`config.mk`:
```
export PLATFORM = sky130hd
export DESIGN_NAME = tx_frontend
export DESIGN_NICKNAME = d
export VERILOG_FILES = /design/src/rtl/wbuart_pkg.sv /design/src/rtl/baud_counter.sv /design/src/rtl/tx_frontend.sv
export SDC_FILE = /design/constraint.sdc
export NUM_CORES = 1
export LEC_CHECK = 0
export CAP_MARGIN = 20
export CELL_PAD_IN_SITES_DETAIL_PLACEMENT = 1
export CELL_PAD_IN_SITES_GLOBAL_PLACEMENT = 1
export CORE_ASPECT_RATIO = 1.5
export CORE_MARGIN = 5
export CORE_UTILIZATION = 39
export CTS_CLUSTER_DIAMETER = 200
export DETAILED_ROUTE_END_ITERATION = 12
export PLACE_DENSITY_LB_ADDON = 0.2
export SYNTH_ARGS = -nofsm -noshare
export SYNTH_HDL_FRONTEND = slang
export SYNTH_HIERARCHICAL = 1
export SYNTH_SLANG_ARGS = --single-unit
```
`constraint.sdc`:
```
create_clock -name clk_i -period 4 [get_ports clk_i]
set_input_delay 0.8 -clock clk_i [delete_from_list [all_inputs] [get_ports clk_i]]
set_output_delay 0.8 -clock clk_i [all_outputs]
set_load 0.005 [all_outputs]
```
`src/rtl/wbuart_pkg.sv`:
```
// Shared UART definitions: transmit state encoding, control-register field
// encodings, the latched per-frame configuration payload and small helpers.
package wbuart_pkg;

    localparam int unsigned CLK_DIV_W = 16;
    localparam int unsigned DATA_W    = 8;
    localparam int unsigned BIT_CNT_W = 3;

    typedef enum logic [2:0] {
        IDLE   = 3'd0,
        START  = 3'd1,
        DATA   = 3'd2,
        PARITY = 3'd3,
        STOP   = 3'd4
    } tx_state_t;

    localparam logic [1:0] PARITY_NONE = 2'b00;
    localparam logic [1:0] PARITY_EVEN = 2'b01;
    localparam logic [1:0] PARITY_ODD  = 2'b10;

    localparam logic DS_8BIT = 1'b0;
    localparam logic DS_7BIT = 1'b1;

    // One character plus the control fields that govern its frame
    typedef struct packed {
        logic [CLK_DIV_W-1:0] div;
        logic                 ds;
        logic [1:0]           p;
        logic                 s;
        logic [DATA_W-1:0]    data;
    } tx_cfg_t;

    // Reload value for the bit-period counter; a divider of 0 behaves as 1
    function automatic logic [CLK_DIV_W-1:0] div_minus_one(input logic [CLK_DIV_W-1:0] div);
        return (div == '0) ? '0 : div - CLK_DIV_W'(1);
    endfunction

    // Reserved encoding 11 behaves as no parity
    function automatic logic parity_enabled(input logic [1:0] p);
        return (p == PARITY_EVEN) || (p == PARITY_ODD);
    endfunction

    // Parity over the bits actually sent; bit 7 excluded in 7-bit mode
    function automatic logic parity_bit(input logic [DATA_W-1:0] data, input logic ds,
                                        input logic [1:0] p);
        logic x;
        x = (ds == DS_7BIT) ? ^data[6:0] : ^data;
        return (p == PARITY_ODD) ? ~x : x;
    endfunction

endpackage

```
`src/rtl/baud_counter.sv`:
```
// Loadable bit-period down-counter shared by the UART frontends.
// Ports: clk, rst (sync, active-high), load / load_value restart the period,
// tick_c is high while the count sits at zero (last cycle of the period).
module baud_counter
    import wbuart_pkg::*;
(
    input  logic                 clk,
    input  logic                 rst,
    input  logic                 load,
    input  logic [CLK_DIV_W-1:0] load_value,
    output logic                 tick_c
);

    logic [CLK_DIV_W-1:0] count_q;

    // Counts down to zero and holds there; never wraps
    always_ff @(posedge clk) begin
        if (rst) begin
            count_q <= '0;
        end else if (load) begin
            count_q <= load_value;
        end else if (count_q != '0) begin
            count_q <= count_q - CLK_DIV_W'(1);
        end
    end

    assign tick_c = (count_q == '0);

endmodule

```
`src/rtl/tx_frontend.sv`:
```
// UART transmit frontend: accepts one character per valid/ready handshake and
// serialises it LSB first as start, 7/8 data, optional parity, 1/2 stop bits.
// Ports: clk_i, rst_i (sync, active-high), cr_clk_div_i/cr_ds_i/cr_p_i/cr_s_i
// control fields latched at accept, data_i/input_valid_i/input_ready_o
// handshake, uart_tx_o serial line (idle high), busy_o frame in progress.
// Build option WBUART_TX_HOLD_BUFFER_EN adds a one-entry holding register so a
// second character can be accepted mid-frame and sent back-to-back.
module tx_frontend
    import wbuart_pkg::*;
(
    input  logic                 clk_i,
    input  logic                 rst_i,
    input  logic [CLK_DIV_W-1:0] cr_clk_div_i,
    input  logic                 cr_ds_i,
    input  logic [1:0]           cr_p_i,
    input  logic                 cr_s_i,
    input  logic [DATA_W-1:0]    data_i,
    input  logic                 input_valid_i,
    output logic                 input_ready_o,
    output logic                 uart_tx_o,
    output logic                 busy_o
);

    tx_state_t            state_q, state_d;
    logic                 tx_q, tx_d;
    logic                 ready_q, ready_d;
    logic                 busy_q;
    logic [DATA_W-1:0]    shreg_q, shreg_d;
    logic [BIT_CNT_W-1:0] bit_cnt_q, bit_cnt_d;
    logic                 stop_cnt_q, stop_cnt_d;
    logic [CLK_DIV_W-1:0] div_m1_q;
    logic                 ds_q;
    logic [1:0]           p_q;
    logic                 s_q;
    logic                 par_q;

    logic                 accept_c;
    logic                 tick_c;
    logic                 bit_last_c;
    logic                 start_c;
    logic                 load_c;
    logic [CLK_DIV_W-1:0] load_value_c;
    logic                 hold_full_c;
    tx_cfg_t              cfg_in_c;
    tx_cfg_t              cfg_sel_c;

    assign accept_c = input_valid_i && ready_q;
    assign cfg_in_c = '{div: cr_clk_div_i, ds: cr_ds_i, p: cr_p_i, s: cr_s_i, data: data_i};

    // Terminal flag of the bit counter: index 6 in 7-bit mode, 7 otherwise
    assign bit_last_c = (bit_cnt_q == ((ds_q == DS_7BIT) ? BIT_CNT_W'(6) : BIT_CNT_W'(7)));

`ifdef WBUART_TX_HOLD_BUFFER_EN
    tx_cfg_t hold_q;
    logic    hold_valid_q, hold_valid_d;

    // Accepts not consumed by a frame start this cycle park in the buffer
    always_comb begin
        hold_valid_d = hold_valid_q;
        if (start_c && hold_valid_q) begin
            hold_valid_d = 1'b0;
        end
        if (accept_c && !start_c) begin
            hold_valid_d = 1'b1;
        end
    end

    always_ff @(posedge clk_i) begin
        if (rst_i) begin
            hold_valid_q <= 1'b0;
            hold_q       <= '0;
        end else begin
            hold_valid_q <= hold_valid_d;
            if (accept_c && !start_c) begin
                hold_q <= cfg_in_c;
            end
        end
    end

    assign hold_full_c = hold_valid_q;
    assign cfg_sel_c   = hold_valid_q ? hold_q : cfg_in_c;
    assign ready_d     = !hold_valid_d;
`else
    assign hold_full_c = 1'b0;
    assign cfg_sel_c   = cfg_in_c;
    assign ready_d     = (state_d == IDLE);
`endif

    baud_counter u_baud_counter (
        .clk        (clk_i),
        .rst        (rst_i),
        .load       (load_c),
        .load_value (load_value_c),
        .tick_c     (tick_c)
    );

    // Next state and next line level; tx_d is the level for the coming cycle
    always_comb begin
        state_d      = state_q;
        tx_d         = tx_q;
        shreg_d      = shreg_q;
        bit_cnt_d    = bit_cnt_q;
        stop_cnt_d   = stop_cnt_q;
        start_c      = 1'b0;
        load_c       = 1'b0;
        load_value_c = div_m1_q;

        case (state_q)
            IDLE: begin
                tx_d = 1'b1;
                if (accept_c || hold_full_c) begin
                    start_c = 1'b1;
                end
            end
            START: begin
                if (tick_c) begin
                    state_d   = DATA;
                    tx_d      = shreg_q[0];
                    bit_cnt_d = '0;
                    load_c    = 1'b1;
                end
            end
            DATA: begin
                if (tick_c) begin
                    load_c = 1'b1;
                    if (!bit_last_c) begin
                        shreg_d   = shreg_q >> 1;
                        tx_d      = shreg_q[1];
                        bit_cnt_d = bit_cnt_q + BIT_CNT_W'(1);
                    end else if (parity_enabled(p_q)) begin
                        state_d = PARITY;
                        tx_d    = par_q;
                    end else begin
                        state_d    = STOP;
                        tx_d       = 1'b1;
                        stop_cnt_d = 1'b0;
                    end
                end
            end
            PARITY: begin
                if (tick_c) begin
                    state_d    = STOP;
                    tx_d       = 1'b1;
                    stop_cnt_d = 1'b0;
                    load_c     = 1'b1;
                end
            end
            STOP: begin
                if (tick_c) begin
                    if (s_q && !stop_cnt_q) begin
                        stop_cnt_d = 1'b1;
                        load_c     = 1'b1;
                    end else begin
                        state_d = IDLE;
                        tx_d    = 1'b1;
                        // Only reachable with the holding register present
                        if (hold_full_c || accept_c) begin
                            start_c = 1'b1;
                        end
                    end
                end
            end
            default: begin
                state_d = IDLE;
                tx_d    = 1'b1;
            end
        endcase

        // New frame: start bit goes out on the very next cycle
        if (start_c) begin
            state_d      = START;
            tx_d         = 1'b0;
            load_c       = 1'b1;
            load_value_c = div_minus_one(cfg_sel_c.div);
            bit_cnt_d    = '0;
            stop_cnt_d   = 1'b0;
            shreg_d      = (cfg_sel_c.ds == DS_7BIT) ? {1'b0, cfg_sel_c.data[6:0]}
                                                     : cfg_sel_c.data;
        end
    end

    // State, line and per-frame configuration registers
    always_ff @(posedge clk_i) begin
        if (rst_i) begin
            state_q    <= IDLE;
            tx_q       <= 1'b1;
            ready_q    <= 1'b1;
            busy_q     <= 1'b0;
            shreg_q    <= '0;
            bit_cnt_q  <= '0;
            stop_cnt_q <= 1'b0;
            div_m1_q   <= '0;
            ds_q       <= DS_8BIT;
            p_q        <= PARITY_NONE;
            s_q        <= 1'b0;
            par_q      <= 1'b0;
        end else begin
            state_q    <= state_d;
            tx_q       <= tx_d;
            ready_q    <= ready_d;
            busy_q     <= (state_d != IDLE);
            shreg_q    <= shreg_d;
            bit_cnt_q  <= bit_cnt_d;
            stop_cnt_q <= stop_cnt_d;
            if (start_c) begin
                div_m1_q <= div_minus_one(cfg_sel_c.div);
                ds_q     <= cfg_sel_c.ds;
                p_q      <= cfg_sel_c.p;
                s_q      <= cfg_sel_c.s;
                par_q    <= parity_bit(cfg_sel_c.data, cfg_sel_c.ds, cfg_sel_c.p);
            end
        end
    end

    assign uart_tx_o     = tx_q;
    assign input_ready_o = ready_q;
    assign busy_o        = busy_q;

endmodule

```
==> qor.yml <==
crit_required_ns: 4.22
yosys.area.top_type_share: 0.349
clk_latency_ns: 0.29
start_util: 0.396
reg2reg_to: "u_baud_counter/count_q[13]"
synth_edf_count: 0
reg2reg_depth: 14
grt_pass1_wl_um: 14200
synth_seq_area_share: 0.349
dr.first_iter.drc_count: 89
relSlewSlack: 0.610
fmax_mhz: 274
crit_start: "u_baud_counter/count_q[0]"
hold_violations: 0
drc_errors: 0
post_cts_buffers: 0
synth_top_family_by_area: "simple AND/OR/NAND/NOR gates"
synth-xor-area-share: 0.0961
core_um2: 7960
rsz0062_at_grt: "no"
area_growth_pct: 18.6
fin_crit_sh: 0.912
synth_compound_area_frac: 0.193
crit_end: "u_baud_counter/count_q[13]"
hold_class: "reg2reg"
grt_pass1_vias: 3009
synthSimpleGateAreaFrac: 0.274
skew_ns: 0.00418
die_height_um: 120
ir_worst_vdd_v: 0.000465
synth_top_cell_by_area: "dfxtp_1"
netlist_area_um2: 3150
slew_viol_final: 0
final_util: 0.470
wire_per_inst_um: 16.7
min_period_ns: 3.65
portBuffers: 33
cts_tree: "built"
clock_path_buffers: 2
ctsHtreeMaxLevel: 2
worstSetupPathType: "reg2reg"
maxCapViolCount: 0
critical_path_peak_fanout: 15
async_reset_ff_frac: 0
grt_max_degree: 32
hpwl_um: 6640
cts-root-buf: "clkbuf_16"
synth_flop_cell: "dfxtp_1"
synthMuxAreaShare: 0.0306
antenna_found_initial: 0
p_leak_nw: 1.37
synth_area_per_cell_um2: 8.52
gp_congestion: 0.835
ys_ff_latch: 55
ant_nets: 0
synth_cell_type_count: 68
clock_sinks: 55
synth_adder_area_share: 0.0159
fp.dieW_um: 83.4
netlist_instances: 370
regToRegSetupSlack_ns: 0.35
cp-start-kind: "flip-flop"
grt_util_all_layers: 0.174
holdWs_ns: 0.463
crit_arrival_ns: 3.87
fillCellCount: 930
yosysWarningCount: 6
worst-slew-pin-transition_ns: 0.581
tns_ns: 0
vias: 2783
std_cell_rows: 40
status: "completed"
power_density_nw_per_um2: 653
setup-violations-final: 0
n_antenna_cell: 0
cts_resized: 0
synthTopCellsByCount: "dfxtp_1 (55), nand2_1 (55), a21oi_1 (25)"
via_per_inst: 5.49
r2r_start: "u_baud_counter/count_q[0]"
drt_pass1_iterations: 4
pin_count: 34
dieArea_um2: 10000
cts-buffers-inserted: 5
holdBufCountCts: 0
drive_gt1_frac: 0.102
globalRoute.totalOverflow: 0
wirelength_um: 8450
crit_path_end_kind: "flip-flop"
syn-num-nets: 405
fin_nets: 437
yosys-top-cells-area: "dfxtp_1 (35%), xnor2_1 (6.7%), nand2_1 (6.6%), a21oi_1 (4.0%), nor2_1 (2.7%)"
clkTransAtPathRegs_ns: 0.07
## report_power, final
part	switching (W)	total, W	leakage [nW]	internal (W)
clock network	0.000191	0.000436	0.0727	0.000245
logic	0.000665	0.00118	0.847	0.000518
registers	0.000129	0.000822	0.451	0.000693
## layout by cell type, fill, tap and decap left out, types with 3 or more instances in the layout
| cell | count |
|---|---|
| nand2_1 | 55 |
| dfxtp_1 | 55 |
| clkdlybuf4s50_1 | 32 |
| a21oi_1 | 25 |
| xnor2_1 | 24 |
| nor2_1 | 22 |
| nand3_1 | 14 |
| o21ai_0 | 12 |
| nor3_1 | 12 |
| buf_4 | 10 |
| inv_1 | 9 |
| xor2_1 | 8 |
| nor2b_1 | 7 |
| o31ai_1 | 7 |
| mux2i_1 | 7 |
| a211oi_1 | 7 |
| nand3b_1 | 5 |
| clkbuf_16 | 5 |
| nor4_4 | 4 |
| nor4_1 | 4 |
| nor3b_1 | 4 |
| nand4_1 | 4 |
| o2bb2ai_1 | 4 |
| o21ai_1 | 4 |
| ha_1 | 4 |
| a21o_1 | 3 |
| o41ai_2 | 3 |
## stage by stage
step | std cells | total power [W] | setup WS, ns | instance area [µm²]
floorplan | 370 | 0.00171 | 0.0467 | 3150
global placement | 499 | 0.00198 | 0.557 | 3590
detailed placement | 499 | 0.00202 | 0.384 | 3590
CTS | 506 | 0.00247 | 0.340 | 3730
global route | 507 | 0.00263 | 0.105 | 3740
finish | 507 | 0.00244 | 0.352 | 3740
## state kept, by name (all words and copies together) (netlist names)
register / count
uart_tx_o: 1
ds_q: 1
shreg_q: 8
s_q: 1
p_q: 2
bit_cnt_q: 3
div_m1_q: 16
input_ready_o: 1
par_q: 1
busy_o: 1
u_baud_counter/count_q: 16
state_q: 3
stop_cnt_q: 1
## routing by layer
metal,global-route usage,vias up,share of wire
met1,0.182,1335,0.41
met4,0.0757,0,0.028
met3,0.0323,18,0.024
met2,0.331,36,0.54
met5,0,-,0
li1,-,1394,-
## kinds of logic after synthesis
kind of cell               Yosys count
adders and majority gates            4
DFF                                 55
AOI/OAI and AO/OA                   87
and+or+nand+nor                    154
muxes                                9
xor gates and xnor gates            33
buffers and inverters               28
## worst min-delay path by stage
stage	startpoint	endpoint	cells after the start
floorplan	par_q	par_q	2
global placement	div_m1_q[12]	div_m1_q[12]	2
detailed placement	div_m1_q[14]	div_m1_q[14]	2
CTS	div_m1_q[3]	div_m1_q[3]	2
global route	uart_tx_o	uart_tx_o	1
finish	div_m1_q[3]	div_m1_q[3]	2
## critical path, stage by stage (launching register included)
cell,delay (ns)
dfxtp_1,0.33
inv_1,0.08
ha_1,0.20
or3b_2,0.53
or4_4,0.59
nor2_2,0.13
inv_1,0.10
o21ai_0,0.33
nand2_1,0.26
o21ai_0,0.18
nor2b_1,0.17
buf_4,0.20
nand2_1,0.10
a31o_2,0.27
nor3_1,0.11
## area by class of cell
cell class	instances	area, µm²	area share
clock buffers	6	139	0.0372
clock inverters	1	5.00	0.00134
inverters	9	33.8	0.00904
multi-input cells	287	1920	0.514
flip-flops and latches	55	1100	0.295
well taps	105	131	0.0352
repair buffers	44	405	0.108
(Power assumes the default switching activity.)
